<file path="src/rtl/cpu_mem_bridge.sv">
// Merges the CPU fetch and data channels onto one single-outstanding memory port.
// Optional CPU_MEM_BRIDGE_PERF_EN adds grant and stall counters.
module cpu_mem_bridge #(
   parameter int unsigned ADDR_WIDTH = 32,
   parameter int unsigned DATA_WIDTH = 32
) (
   input  logic                    clk,
   input  logic                    rst,
   input  logic [ADDR_WIDTH-1:0]   inst_req_addr,
   input  logic                    inst_req_valid,
   output logic                    inst_req_ready,
   output logic [DATA_WIDTH-1:0]   inst_rdata,
   output logic                    inst_rvalid,
   input  logic                    inst_rready,
   input  logic [ADDR_WIDTH-1:0]   d_addr,
   input  logic                    d_memread,
   input  logic                    d_memwrite,
   input  logic [DATA_WIDTH-1:0]   d_wdata,
   input  logic [DATA_WIDTH/8-1:0] d_wstrb,
   output logic                    d_req_ready,
   output logic [DATA_WIDTH-1:0]   d_rdata,
   output logic                    d_rvalid,
   input  logic                    d_rready,
   output logic                    mem_req_valid,
   input  logic                    mem_req_ready,
   output logic [ADDR_WIDTH-1:0]   mem_addr,
   output logic                    mem_wen,
   output logic [DATA_WIDTH-1:0]   mem_wdata,
   output logic [DATA_WIDTH/8-1:0] mem_wstrb,
   input  logic [DATA_WIDTH-1:0]   mem_rdata,
   input  logic                    mem_rvalid,
   output logic                    mem_rready
`ifdef CPU_MEM_BRIDGE_PERF_EN
   ,
   output logic [31:0]             perf_inst_cnt,
   output logic [31:0]             perf_load_cnt,
   output logic [31:0]             perf_store_cnt,
   output logic [31:0]             perf_stall_cnt
`endif
);

   localparam int unsigned STRB_WIDTH = DATA_WIDTH / 8;

   typedef enum logic [1:0] {IDLE, REQ, RESP, DLV} state_t;

   state_t                  state;
   logic [ADDR_WIDTH-1:0]   req_addr;
   logic                    req_wen;
   logic [DATA_WIDTH-1:0]   req_wdata;
   logic [STRB_WIDTH-1:0]   req_wstrb;
   logic                    owner;
   logic [DATA_WIDTH-1:0]   rbuf;

   logic d_req;
   logic unused_addr_lsbs;

   assign d_req            = d_memread | d_memwrite;
   assign unused_addr_lsbs = ^{d_addr[1:0], inst_req_addr[1:0]};

   // Request readies are qualified by rst so every ready reads 0 while reset is held.
   assign d_req_ready    = rst && (state == IDLE);
   assign inst_req_ready = rst && (state == IDLE) && !d_req;

   assign mem_addr   = req_addr;
   assign mem_wen    = req_wen;
   assign mem_wdata  = req_wdata;
   assign mem_wstrb  = req_wstrb;
   assign inst_rdata = rbuf;
   assign d_rdata    = rbuf;

   // Transaction FSM; valid/ready outputs are registered alongside the state.
   always_ff @(posedge clk or negedge rst) begin
      if (!rst) begin
         state         <= IDLE;
         req_addr      <= '0;
         req_wen       <= 1'b0;
         req_wdata     <= '0;
         req_wstrb     <= '0;
         owner         <= 1'b0;
         rbuf          <= '0;
         mem_req_valid <= 1'b0;
         mem_rready    <= 1'b0;
         inst_rvalid   <= 1'b0;
         d_rvalid      <= 1'b0;
      end else begin
         case (state)
            IDLE: begin
               if (d_req) begin
                  // A combined read+write performs only the write.
                  req_addr      <= {d_addr[ADDR_WIDTH-1:2], 2'b00};
                  req_wen       <= d_memwrite;
                  req_wdata     <= d_memwrite ? d_wdata : '0;
                  req_wstrb     <= d_memwrite ? d_wstrb : '0;
                  owner         <= 1'b1;
                  mem_req_valid <= 1'b1;
                  state         <= REQ;
               end else if (inst_req_valid) begin
                  req_addr      <= {inst_req_addr[ADDR_WIDTH-1:2], 2'b00};
                  req_wen       <= 1'b0;
                  req_wdata     <= '0;
                  req_wstrb     <= '0;
                  owner         <= 1'b0;
                  mem_req_valid <= 1'b1;
                  state         <= REQ;
               end
            end
            REQ: begin
               if (mem_req_ready) begin
                  mem_req_valid <= 1'b0;
                  if (req_wen) begin
                     state <= IDLE;
                  end else begin
                     mem_rready <= 1'b1;
                     state      <= RESP;
                  end
               end
            end
            RESP: begin
               if (mem_rvalid) begin
                  rbuf       <= mem_rdata;
                  mem_rready <= 1'b0;
                  d_rvalid   <= owner;
                  inst_rvalid <= !owner;
                  state      <= DLV;
               end
            end
            DLV: begin
               if (owner ? d_rready : inst_rready) begin
                  d_rvalid    <= 1'b0;
                  inst_rvalid <= 1'b0;
                  state       <= IDLE;
               end
            end
         endcase
      end
   end

`ifdef CPU_MEM_BRIDGE_PERF_EN
   // Grant and memory-wait counters, free-running modulo 2^32.
   always_ff @(posedge clk or negedge rst) begin
      if (!rst) begin
         perf_inst_cnt  <= 32'd0;
         perf_load_cnt  <= 32'd0;
         perf_store_cnt <= 32'd0;
         perf_stall_cnt <= 32'd0;
      end else begin
         if (state == IDLE) begin
            if (d_memwrite)
               perf_store_cnt <= perf_store_cnt + 32'd1;
            else if (d_memread)
               perf_load_cnt <= perf_load_cnt + 32'd1;
            else if (inst_req_valid)
               perf_inst_cnt <= perf_inst_cnt + 32'd1;
         end
         if ((state == REQ && !mem_req_ready) || (state == RESP && !mem_rvalid))
            perf_stall_cnt <= perf_stall_cnt + 32'd1;
      end
   end
`endif

endmodule

</file>
<file path="config.mk">
export PLATFORM = sky130hd
export DESIGN_NAME = cpu_mem_bridge
export DESIGN_NICKNAME = d
export VERILOG_FILES = /design/src/rtl/cpu_mem_bridge.sv
export SDC_FILE = /design/constraint.sdc
export NUM_CORES = 1
export LEC_CHECK = 0
export CAP_MARGIN = 20
export CORE_AREA = 2 2 126 128
export DETAILED_ROUTE_END_ITERATION = 7
export DIE_AREA = 0 0 128 130
export HOLD_SLACK_MARGIN = 0.12
export PLACE_DENSITY_LB_ADDON = 0.3
export SLEW_MARGIN = 20
export SYNTH_ARGS = -nofsm -noshare
export SYNTH_HDL_FRONTEND = slang
export SYNTH_SLANG_ARGS = --single-unit
export TNS_END_PERCENT = 50
</file>
<file path="constraint.sdc">
create_clock -name clk -period 3.8 [get_ports clk]
set_input_delay 0.76 -clock clk [delete_from_list [all_inputs] [get_ports clk]]
set_output_delay 0.76 -clock clk [all_outputs]
set_load 0.01 [all_outputs]
</file>
Word-level counts from Yosys, hierarchy flattened
Index checks and enable logic that the tools add are counted.
{"block": "op_classes", "n_eq_ne": 8, "n_mux": 32, "bitwise_logic": 1, "reduce_logical": 15}
{"op": "32-bit two-way mux", "n": 5}
{"op": "1-bit two-way mux", "n": 13}
{"op": "2-bit two-way mux", "n": 6}
{"op": "4-bit two-way mux", "n": 3}
{"op": "2-bit != test, second input constant", "n": 4}
{"op": "1-bit case mux with 2 select lines", "n": 4}
{"op": "2-bit case mux with 4 select lines", "n": 1}
{"op": "4-bit AND reduction", "n": 2}
{"op": "2-bit nonzero test", "n": 4}
{"op": "3-bit AND reduction", "n": 2}
{"op": "2-bit equality test, second input constant", "n": 2}
{"op": "2-bit AND reduction", "n": 2}
{"op": "3-bit != test, second input constant", "n": 1}
{"op": "2-bit by 1-bit equality test with 1-bit output, second input constant", "n": 1}
{"op": "1-bit logical AND", "n": 2}
{"op": "1-bit logical NOT", "n": 2}
{"op": "2-bit logical NOT", "n": 1}
{"op": "1-bit bitwise OR", "n": 1}
{"block": "word_totals", "regBits": 108, "input_bits": 141, "elab_cells": 67}

Depth between registers and ports, before layout
{"block": "depth", "depth_word": 3, "mapped_depth": 6, "ltp_nobuf": 3}

Worst setup path after synthesis
OpenSTA, ideal clock, no wires.
{"block": "synth_timing", "path_type": "in2out", "from": "input d_memwrite", "to": "output inst_req_ready", "arrival_time_ns": 1.533, "slack_ns": 1.507, "stages": 3, "path_buffers": 1, "cell_sequence": "nor2_1 clkbuf_1 and3_1"}
{"block": "synth_between", "elab_chain_cells": 3}
{"element": "from (decl)", "line": "17", "text": "input logic d_memwrite,"}
{"element": "1-bit bitwise OR", "line": "57", "text": "assign d_req = d_memread | d_memwrite;"}
{"element": "1-bit logical NOT", "line": "62", "text": "assign inst_req_ready = rst && (state == IDLE) && !d_req;"}
{"element": "1-bit logical AND", "line": "62"}
{"element": "to (decl)", "line": "11", "text": "output logic inst_req_ready,"}
Every way passes these cells.

Final worst setup path
{"block": "layout_timing", "from": "register state[0]", "to": "output inst_req_ready"}
{"block": "layout_between", "elab_chain_cells": 3}
{"element": "from (decl)", "line": "46", "text": "state_t state;"}
{"element": "from (signal assigned)", "line": "74", "text": "state <= IDLE;"}
{"element": "from (signal assigned)", "line": "96", "text": "state <= REQ;"}
{"element": "from (signal assigned)", "line": "104", "text": "state <= REQ;"}
{"element": "2-bit logical NOT", "line": "62"}
{"element": "1-bit logical AND (2 in a row)", "line": "62"}
Every way passes these cells.

==> flow_summary.json <==
{
  "outcome": "completed",
  "pre_cts_ws_ns": 0.885,
  "numPortBuffers": 273,
  "die_w_um": 128,
  "antenna_found_initial": 0,
  "fin_total_pwr_mw": 6.24,
  "async_flop_share_pct": 100,
  "cts_made_buffers": 9,
  "synth-seq-cells": 106,
  "relSlewSlack_pct": 51.1,
  "cp_max_fo": 39,
  "yosysWarnings": 0,
  "grt_pass1_vias": 3791,
  "synthCells": 364,
  "ctsRootBufferMaster": "clkbuf_16",
  "instances_no_fill": 795,
  "cts_sinks": 106,
  "grt_setup_unrepaired": "false",
  "first_iter_violations": 196,
  "ios": 280,
  "synth_edf_count": 0,
  "drive_gt1_share_pct": 20.4,
  "vias_per_cell": 4.70,
  "fin_skew_ns": 0.00726,
  "drtPass1Iterations": 4,
  "grt_max_degree": 58,
  "routed_wl_mm": 13.2,
  "design_area_mm2": 0.00783,
  "cp-start-kind": "register",
  "path_clk_slew_ns": 0.07,
  "gp_congestion": 0.767,
  "core_mm2": 0.0154,
  "overflow": 0,
  "ys.flop_type": "dfrtp_1",
  "final.min_clock_period_ns": 2.87,
  "initial_utilization_pct": 31.9,
  "vias": 3737,
  "grt_first_pass_wirelength_mm": 19.9,
  "grt_use_total_pct": 15.4,
  "nets": 739,
  "worstSkewPairLatency_ns": 0.34,
  "synth_top_cells_by_area": "dfrtp_1 (54%), mux2_2 (15%), mux2_4 (8.9%)",
  "synth_area_mm2": 0.00492,
  "dieArea_mm2": 0.0166,
  "hp-class": "register to register",
  "hpwl_mm": 9.90,
  "synth_top_cell_area_share_pct": 54.0,
  "die_height_um": 130,
  "row_count": 46,
  "power_density_mw_per_mm2": 797,
  "synth_seq_area_share_pct": 54.0,
  "tns_ns": 0,
  "synth_area_leader_cell": "dfrtp_1",
  "clk_path_buf_depth": 2,
  "p_leak_nw": 3.68,
  "worst_slew_pin_slew_ns": 0.733,
  "drtAntennaViolNets": 0,
  "postCtsHoldBufs": 0,
  "syn_avg_cell_area_um2": 13.5,
  "fin_crit_sh_pct": 75.4,
  "setup_viol": 0,
  "cts_tree": "yes",
  "endpoint_kind": "output port",
  "maxCapViolations": 0,
  "remaining_drc_errors": 0,
  "diodes": 0,
  "avgRoutedWirePerCell_um": 16.6,
  "htreeDepth": 3,
  "post_cts_resized": 0,
  "finish.utilization_pct": 50.7,
  "crit_arrival_ns": 2.11,
  "timing.final.ws_setup_ns": 0.933,
  "holdWs_ns": 0.477,
  "max_clock_freq_mhz": 349,
  "ys_types": 28,
  "place_area_mm2": 0.00754,
  "slew_viol_final": 0,
  "area_delta_synth_final_pct": 59.2,
  "path_class": "register to output port",
  "dp_cells": 779,
  "hold_viol": 0,
  "peakVddDrop_mv": 0.387,
  "post_cts_buffers": 0,
  "cp.required_ns": 3.04
}
synthesized netlist by cell type, drive strengths merged, types with 2 or more instances:
cell / instances
and3: 37
nand3: 4
o21ai: 6
inv: 3
clkbuf: 15
o211ai: 2
buf: 43
or3: 2
dfrtp: 106
nor2: 5
a21o: 36
nand2: 4
mux2: 93
cell type report:
| class | instances | area, um2 |
|---|---|---|
| well taps | 192 | 240 |
| multi-input cells | 198 | 1850 |
| clock inverters | 6 | 57.6 |
| clock buffers | 10 | 229 |
| repair buffers | 280 | 2780 |
| inverters | 3 | 13.8 |
| fillers | 1377 | 7600 |
| flip-flops and latches | 106 | 2650 |
state kept, by name, indices dropped and copies added (netlist names), named ones only:
register	count
owner	1
mem_wstrb	4
mem_wen	1
mem_rready	1
mem_wdata	32
mem_req_valid	1
state	1
d_rvalid	1
inst_rvalid	1
mem_addr	30
d_rdata	32
path summary, 6_finish.rpt:
check	start	to	slack, ns	cells past startpoint
setup / recovery	state[0]	inst_req_ready	0.93	4
hold / removal	mem_wdata[2]	mem_wdata[2]	0.48	1
setup reg to reg	state[0]	mem_addr[16]	1.91	5
hold reg to reg	mem_wdata[2]	mem_wdata[2]	0.48	1
max in group asynchronous	rst	mem_addr[2]	2.73	2
min in group asynchronous	rst	owner	0.54	2
cell usage in the layout (no fill, tap or decap), types with 5 or more instances in the layout:
cell,n
clkdlybuf4s50_1,272
dfrtp_1,106
mux2_2,64
and3_1,37
a21o_1,36
mux2_4,29
clkbuf_16,9
buf_4,8
o21ai_0,5
layer usage:
layer,GRT usage (%),wire [um]
met1,17.6,5240
met2,27.1,6750
met3,5.13,1020
met4,5.62,206
met5,0,0
kinds of logic (layout without fill, tap and decap cells):
kind of cell           after synthesis  count (layout)  share of synthesized area (%)
other                                1               2                         0.0763
AOI/OAI and AO/OA                   46              46                           6.80
DFF                                106             106                           54.0
buffers and inverters               61             299                           8.70
and+or+nand+nor                     56              56                           6.74
muxes                               94              94                           23.7
power breakdown:
group | switching (mW) | internal, mW
sequential | 0.384 | 1.71
clock | 0.412 | 0.507
combinational | 1.19 | 2.04
total | 1.99 | 4.25
worst max-delay path, cell delays in order (launching register included):
cell,delay [ns]
dfrtp_1,0.51
nor2_2,0.15
buf_4,0.34
and3_1,0.21
clkdlybuf4s50_1,0.56
Power figures use the tool's default switching activity.
